==> src/rtl/frame_pkg.sv <==
`default_nettype none
// ============================================================================
// Module      : frame_pkg
// Description : Shared frame format definitions: parser states, header field
//               positions, default sync marker and a header view struct.
// Revision    : 1.0  initial release
// ============================================================================
package frame_pkg;

    typedef enum logic [1:0] {
        HUNT    = 2'd0,
        PAYLOAD = 2'd1,
        TRAILER = 2'd2
    } state_t;

    localparam int MARK_HI = 31;
    localparam int MARK_LO = 24;
    localparam int ID_HI   = 23;
    localparam int ID_LO   = 16;
    localparam int LEN_HI  = 15;
    localparam int LEN_LO  = 0;

    localparam logic [7:0] SYNC_MARK_DEFAULT = 8'hA5;

    // Field order matches the bit positions above
    typedef struct packed {
        logic [7:0]  mark;
        logic [7:0]  id;
        logic [15:0] len;
    } header_t;

    function automatic header_t unpack_header(input logic [31:0] word);
        return header_t'(word);
    endfunction

endpackage
`default_nettype wire

==> src/rtl/frame_unpacker_skid.sv <==
`default_nettype none
// ============================================================================
// Module      : frame_unpacker_skid
// Description : Two-entry input buffer in front of the parser. Issues FIFO
//               reads, tracks the one read in flight and presents the oldest
//               word as a head with a pop strobe.
// Revision    : 1.0  initial release
// ============================================================================
module frame_unpacker_skid
    import frame_pkg::*;
(
    input  logic        clk,
    input  logic        rst,
    output logic        fifo_rd_en,
    input  logic [31:0] fifo_rd_data,
    input  logic        fifo_empty,
    output logic        head_valid_o,
    output logic [31:0] head_data_o,
    input  logic        head_pop_i
);

    logic [31:0] mem_q [2];
    logic        rd_ptr_q;
    logic        wr_ptr_q;
    logic [1:0]  count_q;
    logic        inflight_q;
    logic        w_push;
    logic        w_pop;

    // A read is only issued when its returning word is guaranteed a free slot
    assign fifo_rd_en   = !rst && !fifo_empty &&
                          (({1'b0, count_q} + {2'b00, inflight_q}) < 3'd2);
    assign w_push       = inflight_q;
    assign w_pop        = head_pop_i && (count_q != 2'd0);
    assign head_valid_o = (count_q != 2'd0);
    assign head_data_o  = mem_q[rd_ptr_q];

    // Buffer storage, pointers, occupancy and in-flight read tracking
    always_ff @(posedge clk) begin
        if (rst) begin
            mem_q[0]   <= '0;
            mem_q[1]   <= '0;
            rd_ptr_q   <= 1'b0;
            wr_ptr_q   <= 1'b0;
            count_q    <= 2'd0;
            inflight_q <= 1'b0;
        end else begin
            inflight_q <= fifo_rd_en;
            if (w_push) begin
                mem_q[wr_ptr_q] <= fifo_rd_data;
                wr_ptr_q        <= ~wr_ptr_q;
            end
            if (w_pop) begin
                rd_ptr_q <= ~rd_ptr_q;
            end
            case ({w_push, w_pop})
                2'b10:   count_q <= count_q + 2'd1;
                2'b01:   count_q <= count_q - 2'd1;
                default: count_q <= count_q;
            endcase
        end
    end

endmodule
`default_nettype wire

==> src/rtl/frame_unpacker.sv <==
`default_nettype none
// ============================================================================
// Module      : frame_unpacker
// Description : Drains formatted frame words from a FIFO read port, checks
//               header marker, length and XOR trailer, and re-emits payload
//               as a valid/ready stream with SOP/EOP/error sideband and
//               saturating statistics counters.
// Revision    : 1.0  initial release
// ============================================================================
module frame_unpacker
    import frame_pkg::*;
#(
    parameter int         MAX_LEN   = 256,
    parameter logic [7:0] SYNC_MARK = SYNC_MARK_DEFAULT,
    parameter int         CNT_W     = 16
) (
    input  logic             clk,
    input  logic             rst,
    output logic             fifo_rd_en,
    input  logic [31:0]      fifo_rd_data,
    input  logic             fifo_empty,
    output logic             out_valid,
    input  logic             out_ready,
    output logic [31:0]      out_data,
    output logic             out_sop,
    output logic             out_eop,
    output logic             out_err,
    output logic [7:0]       out_frame_id,
    output logic [CNT_W-1:0] frame_cnt,
    output logic [CNT_W-1:0] err_cnt,
    output logic [CNT_W-1:0] drop_cnt,
    output logic             busy
);

    localparam logic [16:0] C_MAX_LEN = 17'(MAX_LEN);

    state_t           state_q;
    logic [15:0]      remaining_q;
    logic [31:0]      acc_q;
    logic [31:0]      hold_q;
    logic [7:0]       id_q;
    logic             first_q;
    logic             out_valid_q;
    logic [31:0]      out_data_q;
    logic             out_sop_q;
    logic             out_eop_q;
    logic             out_err_q;
    logic [7:0]       out_frame_id_q;
    logic [CNT_W-1:0] frame_cnt_q;
    logic [CNT_W-1:0] err_cnt_q;
    logic [CNT_W-1:0] drop_cnt_q;

    logic             w_head_valid;
    logic [31:0]      w_head_data;
    logic             w_pop;
    logic             w_slot_free;
    logic             w_len_ok;
    logic             w_bad_sum;
    header_t          w_hdr;

    function automatic logic [CNT_W-1:0] sat_inc(input logic [CNT_W-1:0] v);
        return (&v) ? v : v + CNT_W'(1);
    endfunction

    frame_unpacker_skid u_skid (
        .clk          (clk),
        .rst          (rst),
        .fifo_rd_en   (fifo_rd_en),
        .fifo_rd_data (fifo_rd_data),
        .fifo_empty   (fifo_empty),
        .head_valid_o (w_head_valid),
        .head_data_o  (w_head_data),
        .head_pop_i   (w_pop)
    );

    assign w_hdr       = unpack_header(w_head_data);
    assign w_slot_free = !out_valid_q || out_ready;
    assign w_len_ok    = (w_hdr.len != 16'd0) && ({1'b0, w_hdr.len} <= C_MAX_LEN);
    assign w_bad_sum   = (w_head_data != acc_q);

    // Head consumption: headers always, the last payload word into the hold
    // register always, everything that produces a beat only into a free slot
    always_comb begin
        w_pop = 1'b0;
        case (state_q)
            HUNT:    w_pop = w_head_valid;
            PAYLOAD: w_pop = w_head_valid && ((remaining_q == 16'd1) || w_slot_free);
            TRAILER: w_pop = w_head_valid && w_slot_free;
            default: w_pop = 1'b0;
        endcase
    end

    // Parser state machine with registered output beat and statistics
    always_ff @(posedge clk) begin
        if (rst) begin
            state_q        <= HUNT;
            remaining_q    <= 16'd0;
            acc_q          <= 32'd0;
            hold_q         <= 32'd0;
            id_q           <= 8'd0;
            first_q        <= 1'b0;
            out_valid_q    <= 1'b0;
            out_data_q     <= 32'd0;
            out_sop_q      <= 1'b0;
            out_eop_q      <= 1'b0;
            out_err_q      <= 1'b0;
            out_frame_id_q <= 8'd0;
            frame_cnt_q    <= '0;
            err_cnt_q      <= '0;
            drop_cnt_q     <= '0;
        end else begin
            if (w_slot_free) begin
                out_valid_q <= 1'b0;
            end
            case (state_q)
                HUNT: begin
                    if (w_pop) begin
                        if (w_hdr.mark != SYNC_MARK) begin
                            drop_cnt_q <= sat_inc(drop_cnt_q);
                        end else if (!w_len_ok) begin
                            err_cnt_q <= sat_inc(err_cnt_q);
                        end else begin
                            id_q        <= w_hdr.id;
                            remaining_q <= w_hdr.len;
                            acc_q       <= 32'd0;
                            first_q     <= 1'b1;
                            state_q     <= PAYLOAD;
                        end
                    end
                end
                PAYLOAD: begin
                    if (w_pop) begin
                        acc_q <= acc_q ^ w_head_data;
                        if (remaining_q == 16'd1) begin
                            // Held back so EOP can carry the trailer verdict
                            hold_q  <= w_head_data;
                            state_q <= TRAILER;
                        end else begin
                            out_valid_q    <= 1'b1;
                            out_data_q     <= w_head_data;
                            out_sop_q      <= first_q;
                            out_eop_q      <= 1'b0;
                            out_err_q      <= 1'b0;
                            out_frame_id_q <= id_q;
                            first_q        <= 1'b0;
                            remaining_q    <= remaining_q - 16'd1;
                        end
                    end
                end
                TRAILER: begin
                    if (w_pop) begin
                        out_valid_q    <= 1'b1;
                        out_data_q     <= hold_q;
                        out_sop_q      <= first_q;
                        out_eop_q      <= 1'b1;
                        out_err_q      <= w_bad_sum;
                        out_frame_id_q <= id_q;
                        frame_cnt_q    <= sat_inc(frame_cnt_q);
                        if (w_bad_sum) begin
                            err_cnt_q <= sat_inc(err_cnt_q);
                        end
                        state_q <= HUNT;
                    end
                end
                default: state_q <= HUNT;
            endcase
        end
    end

    assign out_valid    = out_valid_q;
    assign out_data     = out_data_q;
    assign out_sop      = out_sop_q;
    assign out_eop      = out_eop_q;
    assign out_err      = out_err_q;
    assign out_frame_id = out_frame_id_q;
    assign frame_cnt    = frame_cnt_q;
    assign err_cnt      = err_cnt_q;
    assign drop_cnt     = drop_cnt_q;
    assign busy         = (state_q != HUNT);

endmodule
`default_nettype wire

==> config.mk <==
export PLATFORM = sky130hd
export DESIGN_NAME = frame_unpacker
export DESIGN_NICKNAME = d
export VERILOG_FILES = /design/src/rtl/frame_pkg.sv /design/src/rtl/frame_unpacker_skid.sv /design/src/rtl/frame_unpacker.sv
export SDC_FILE = /design/constraint.sdc
export NUM_CORES = 1
export LEC_CHECK = 0
export CAP_MARGIN = 20
export CORE_MARGIN = 1.5
export CORE_UTILIZATION = 57
export DETAILED_ROUTE_END_ITERATION = 10
export GPL_TIMING_DRIVEN = 1
export HOLD_SLACK_MARGIN = 0.05
export PLACE_DENSITY_LB_ADDON = 0.15
export REMOVE_ABC_BUFFERS = 1
export SETUP_SLACK_MARGIN = 0.15
export SKIP_LAST_GASP = 1
export SYNTH_ARGS = -nofsm -noshare
export SYNTH_HDL_FRONTEND = slang
export SYNTH_SLANG_ARGS = --single-unit
==> constraint.sdc <==
create_clock -name clk -period 2.87 [get_ports clk]
set_input_delay 0.574 -clock clk [delete_from_list [all_inputs] [get_ports clk]]
set_output_delay 0.574 -clock clk [all_outputs]
set_load 0.02 [all_outputs]
==> flow_metrics.env, run 1 <==
export IMPL_status="completed"
export IMPL_syn_inst=1260
export IMPL_grt_overflow_total=0
export IMPL_core_region_area_sq_um=20200
export IMPL_first_global_vias=9199
export IMPL_place_ws_ns=0.0361
export IMPL_max_vdd_ir_drop_mv=0.446
export IMPL_viasPerCell=5.70
export IMPL_crit_path_end_kind="flip-flop"
export IMPL_cts_htree_levels=1
export IMPL_maxCapViolCount=0
export IMPL_die_area_sq_um=21300
export IMPL_clk_pin_slew_ns=0.06
export IMPL_yosys_area_top_type="dfxtp_1"
export IMPL_worst_path_max_delay_cell="dfxtp_4"
export IMPL_antenna_found_initial=0
export IMPL_design_area_sq_um=14800
export IMPL_grt_max_degree=103
export IMPL_cts_hold_buf=0
export IMPL_wl_mm=27.9
export IMPL_power_mw=9.19
export IMPL_powerDensity_nw_per_um2=622
export IMPL_drt_iter0_markers=549
export IMPL_cts_tree="yes"
export IMPL_drive_gt1_share_pct=14.4
export IMPL_cp_start_kind="flip-flop"
export IMPL_syn2layout_area_growth_pct=26.7
export IMPL_fp_row_count=52
export IMPL_post_synth_instance_area_sq_um=11700
export IMPL_path_cells="buf_12 > buf_6 > mux2i_4 > xnor2_1 > nor4_1 > nand4_1 > o21a_1 > o211a_4 > nand3_1 > mux2_2"
export IMPL_min_path_type="reg -> reg"
export IMPL_critPathArrivalTime_ns=3.15
export IMPL_grt_pass1_wl_mm=45.5
export IMPL_die_height_microns=146
export IMPL_fin_crit_sh_pct=95.2
export IMPL_insertion_delay_ns=0.53
export IMPL_clockBufferDepth=3
export IMPL_synth_area_leaders="dfxtp_1, edfxtp_1, nand2_1, nor2_1, a21oi_1"
export IMPL_pin_count=130
export IMPL_place_area_sq_um=13800
export IMPL_final_cell_mix="dfxtp_1, nand2_1, clkdlybuf4s50_1"
export IMPL_grt_use_total_pct=25.7
export IMPL_vias=9910
export IMPL_async_reset_ff_share_pct=0
export IMPL_max_slew_margin_pct=28.4
export IMPL_ys_types=64
export IMPL_max_freq_mhz=366
export IMPL_synth_warnings=0
export IMPL_maxSlewViolCount=0
export IMPL_finClkSkew_ns=0.0140
export IMPL_hpwlAfterDp_mm=18.8
export IMPL_worstMarginPinSlew_ns=1.07
export IMPL_first_pass_iters=5
export IMPL_synth_edff_count=64
export IMPL_drtAntennaViolNets=0
export IMPL_remaining_drc_errors=0
export IMPL_clkSinkCount=253
export IMPL_nets=1495
export IMPL_cts_inserted_buffers=27
export IMPL_synthFlopType="dfxtp_1"
export IMPL_p_leak_nw=5.23
export IMPL_period_needed_ns=2.73
export IMPL_syn_avg_cell_area_sq_um=9.26
export IMPL_die_w_microns=146
export IMPL_mostFrequentLayoutCell="dfxtp_1"
export IMPL_root_buffer="clkbuf_16"
export IMPL_final_hold_viol_count=0
export IMPL_setup_viol=0
export IMPL_diodes=0
export IMPL_synth_top_area_share_pct=32.4
export IMPL_rsz0062_at_grt="true"
export IMPL_path_class="reg -> reg"
export IMPL_place_congestion=0.831
export IMPL_post_drt_wl_per_cell_microns=16.1
export IMPL_required_ns=3.28
export IMPL_synth_seq_cells=253
export IMPL_ys_seq_area_share_pct=48.9
export IMPL_path_max_fanout=15
export IMPL_slowest_delay_ns=0.39
export IMPL_io_buffers=129
export IMPL_initial_utilization_pct=57.8
export IMPL_fin_ws_ns=0.136
## metal layers
layer / GRT usage (%) / wire, microns / part of all wire [%]
met1: 36.7 / 12700 / 45
met2: 40.8 / 12900 / 46
met3: 3.13 / 1560 / 5.6
met4: 8.89 / 798 / 2.9
met5: 0 / 0 / 0
## flip-flops by register name, summed over array words and instances, names as in the netlist, 8 cells and up, named ones only
signal,cells
id_q,8
frame_cnt,16
hold_q,32
acc_q,32
out_data,32
out_frame_id,8
remaining_q,16
u_skid.mem_q,64
drop_cnt,16
err_cnt,16
## logic make-up after synthesis
group / after synthesis / share of synthesized area (%)
AOI/OAI and AO/OA: 271 / 15.3
xor gates and xnor gates: 62 / 4.66
adders and majority gates: 10 / 1.07
buffers and inverters: 120 / 4.61
DFF: 253 / 48.9
muxes: 43 / 4.58
and+or+nand+nor: 501 / 20.9
## cells in the mapped netlist (19+ instances only)
master and n:
nand2_1 152, a211oi_1 33, a21oi_1 95, nor3_1 20, nor2_1 128, o21ai_0 29
inv_1 39, mux2i_1 19, o211ai_1 33, and2_1 70, dfxtp_1 189, nor4_1 25
clkbuf_1 67, xnor2_1 44, edfxtp_1 64, nand4_1 20
## worst paths after layout
kind / from / endpoint / slack [ns] / depth (start not counted)
worst max-delay path: flip-flop / err_cnt[6] / 0.14 / 10
worst min-delay path: out_data[6] / out_data[6] / 0.45 / 2
worst max register to register: flip-flop / err_cnt[6] / 0.14 / 10
worst min register to register: out_data[6] / out_data[6] / 0.45 / 2
## worst max-delay path: cells and delay by family (launching register included)
family,cells,cell delay (ns)
flops,1,0.39
buf+inv,2,0.32
compound gates,2,0.56
simple gates,3,0.64
mux,2,0.60
xor+xnor,1,0.10
## final cells by class
cell class	count	area [sq um]
well taps	270	338
clock buffers	33	718
inverters	40	150
clock inverters	16	85.1
multi-input cells	888	5560
repair buffers	239	2220
fillers	1490	5390
flip-flops and latches	253	5710
## stage by stage
stage,TNS (ns),utilization [%],cells,hold WS (ns)
final,0,73.3,1739,0.446
after global routing,0,73.3,1739,0.466
after CTS,0,72.7,1731,0.450
after detailed placement,0,68.3,1678,0.444
after global placement,0,68.3,1678,0.439
after floorplan,-158.94,-,1180,0.426
## power by group
group	switching (mW)	internal, mW
clock network	1.41	1.77
logic	1.11	0.988
registers	0.113	3.80
total	2.63	6.56
## what timing repair did
item                       in CTS  in global routing
pin swaps                       1                 11
gates resized for setup         9                 18
gates cloned                    0                  1
setup buffers                   4                  7
setup endpoints to repair      14                108
No activity file was read; power rests on OpenSTA's default activity.
==> run 2, diff against run 1 <==
--- a/config.mk
+++ b/config.mk
@@ -14,6 +14,7 @@
 export PLACE_DENSITY_LB_ADDON = 0.15
 export REMOVE_ABC_BUFFERS = 1
 export SETUP_SLACK_MARGIN = 0.15
+export SKIP_CTS_REPAIR_TIMING = 1
 export SKIP_LAST_GASP = 1
 export SYNTH_ARGS = -nofsm -noshare
 export SYNTH_HDL_FRONTEND = slang
==> run 2 against run 1 <==
Net effect:
- global-route usage shrank 0.14 points
- fmax about the same
- sequential share of layout area fell by 0.39 points
- final cell count up 0.40%
- wire length rose by 0.95%
- non-clock buffer count rose by 7
==> flow_metrics.env, run 2 (synthesis results as in run 1) <==
export IMPL_status="completed"
export IMPL_min_path_type="reg -> reg"
export IMPL_fp_row_count=52
export IMPL_maxCapViolCount=0
export IMPL_insertion_delay_ns=0.53
export IMPL_viasPerCell=5.67
export IMPL_final_hold_viol_count=0
export IMPL_mostFrequentLayoutCell="dfxtp_1"
export IMPL_max_vdd_ir_drop_mv=0.470
export IMPL_path_class="reg -> reg"
export IMPL_required_ns=3.28
export IMPL_worstMarginPinSlew_ns=1.05
export IMPL_final_cell_count_no_fill=1746
export IMPL_cts_htree_levels=1
export IMPL_fin_crit_sh_pct=95.2
export IMPL_place_congestion=0.831
export IMPL_clockBufferDepth=3
export IMPL_nets=1502
export IMPL_grt_use_total_pct=25.6
export IMPL_route_met3_wl_mm=1.57
export IMPL_reg2reg_to="err_cnt[6]"
export IMPL_io_buffers=129
export IMPL_drt_iter0_markers=643
export IMPL_cts_tree="yes"
export IMPL_path_max_fanout=13
export IMPL_slowest_delay_ns=0.41
export IMPL_antenna_found_initial=0
export IMPL_max_freq_mhz=366
export IMPL_diodes=0
export IMPL_largest_reg_flops=64
export IMPL_place_ws_ns=0.0361
export IMPL_pin_count=130
export IMPL_met1_length_mm=12.7
export IMPL_fin_ws_ns=0.136
export IMPL_finClkSkew_ns=0.0148
export IMPL_cpLargestDelayFamily="simple AND/OR/NAND/NOR gates"
export IMPL_rr_worst_depth=10
export IMPL_cp_start_kind="flip-flop"
export IMPL_post_drt_wl_per_cell_microns=16.2
export IMPL_die_area_sq_um=21300
export IMPL_cp_buffers_inverters=2
export IMPL_worst_path_max_delay_cell="dfxtp_4"
export IMPL_grt_pass1_wl_mm=45.3
export IMPL_regMostFlops="u_skid.mem_q"
export IMPL_place_area_sq_um=13800
export IMPL_syn2layout_area_growth_pct=28.0
export IMPL_drtAntennaViolNets=0
export IMPL_p_leak_nw=5.30
export IMPL_crit_path_end_kind="flip-flop"
export IMPL_first_global_vias=9155
export IMPL_hold_path_startpoint="out_data[6]"
export IMPL_power_mw=9.27
export IMPL_wl_mm=28.2
export IMPL_setup_viol=0
export IMPL_path_cells="clkbuf_16 > buf_6 > mux2i_4 > xnor2_1 > nor4_1 > nand4_1 > o21a_1 > o211a_4 > nand3_1 > mux2_2"
export IMPL_fin_setup_tns_ns=0
export IMPL_worstHoldEndpoint="out_data[6]"
export IMPL_die_height_microns=146
export IMPL_period_needed_ns=2.73
export IMPL_rsz0062_at_grt="true"
export IMPL_root_buffer="clkbuf_16"
export IMPL_maxSlewViolCount=0
export IMPL_reg2reg_setup_slack_ns=0.14
export IMPL_grt_overflow_total=0
export IMPL_first_pass_iters=5
export IMPL_drive_gt1_share_pct=15.0
export IMPL_fill_cells=1468
export IMPL_hold_depth=2
export IMPL_dp_cells=1678
export IMPL_clk_pin_slew_ns=0.06
export IMPL_max_slew_margin_pct=29.8
export IMPL_final_cell_mix="dfxtp_1, nand2_1, clkdlybuf4s50_1"
export IMPL_hpwlAfterDp_mm=18.8
export IMPL_vias=9908
export IMPL_critPathArrivalTime_ns=3.14
export IMPL_powerDensity_nw_per_um2=621
export IMPL_design_area_sq_um=14900
export IMPL_wl_met2_mm=13.1
export IMPL_grt_max_degree=103
export IMPL_routed_top_layer="met4"
export IMPL_die_w_microns=146
export IMPL_clkSinkCount=253
export IMPL_remaining_drc_errors=0
export IMPL_core_region_area_sq_um=20200
export IMPL_cts_inserted_buffers=27
export IMPL_initial_utilization_pct=57.8
[run 2: cell types whose count changed in the layout (fill, tap and decap cells not counted), moves of 2 or more]
cell	delta
mux2i_2	-2
o21ai_0	-3
buf_6	+4
o21ai_1	+3
[run 2: metal layers]
metal | track usage [%] | vias up
met5 | 0 | -
li1 | - | 4873
met2 | 40.3 | 302
met1 | 36.8 | 4673
met3 | 3.09 | 60
met4 | 8.84 | 0
[run 2: how the worst max path moves through the flow]
stage,end,slack (ns),cells past startpoint
finish,err_cnt[6],0.14,10
global route,err_cnt[4],0.03,10
CTS,err_cnt[4],0.05,10
detailed placement,remaining_q[5],0.04,11
global placement,err_cnt[10],0.08,10
floorplan,acc_q[3],-2.17,8
[run 2: cell type report]
type,instances,area (sq um),area share (%)
multi-input cells,888,5610,37.6
clock buffers,33,718,4.81
inverters,40,150,1.01
flip-flops and latches,253,5710,38.3
clock inverters,16,85.1,0.570
well taps,270,338,2.26
repair buffers,246,2310,15.5
[run 2: stage by stage]
stage          util [%]  hold WS (ns)
2_1_floorplan         -         0.426
3_3_place_gp       68.3         0.439
3_5_place_dp       68.3         0.444
4_1_cts            72.3         0.450
5_1_grt            74.0         0.466
6_report           74.0         0.447
[run 2: worst reg2reg max path, stage by stage (launching register included)]
cell and delay (ns):
dfxtp_4 0.41, clkbuf_16 0.19, buf_6 0.13, mux2i_4 0.26, xnor2_1 0.10, nor4_1 0.34
nand4_1 0.18, o21a_1 0.25, o211a_4 0.30, nand3_1 0.11, mux2_2 0.34
[run 2: power by group]
group	switching (mW)	internal (mW)	leakage (nW)
logic	1.13	1.05	2.71
clock network	1.40	1.77	0.390
registers	0.120	3.80	2.19
total	2.65	6.62	5.30
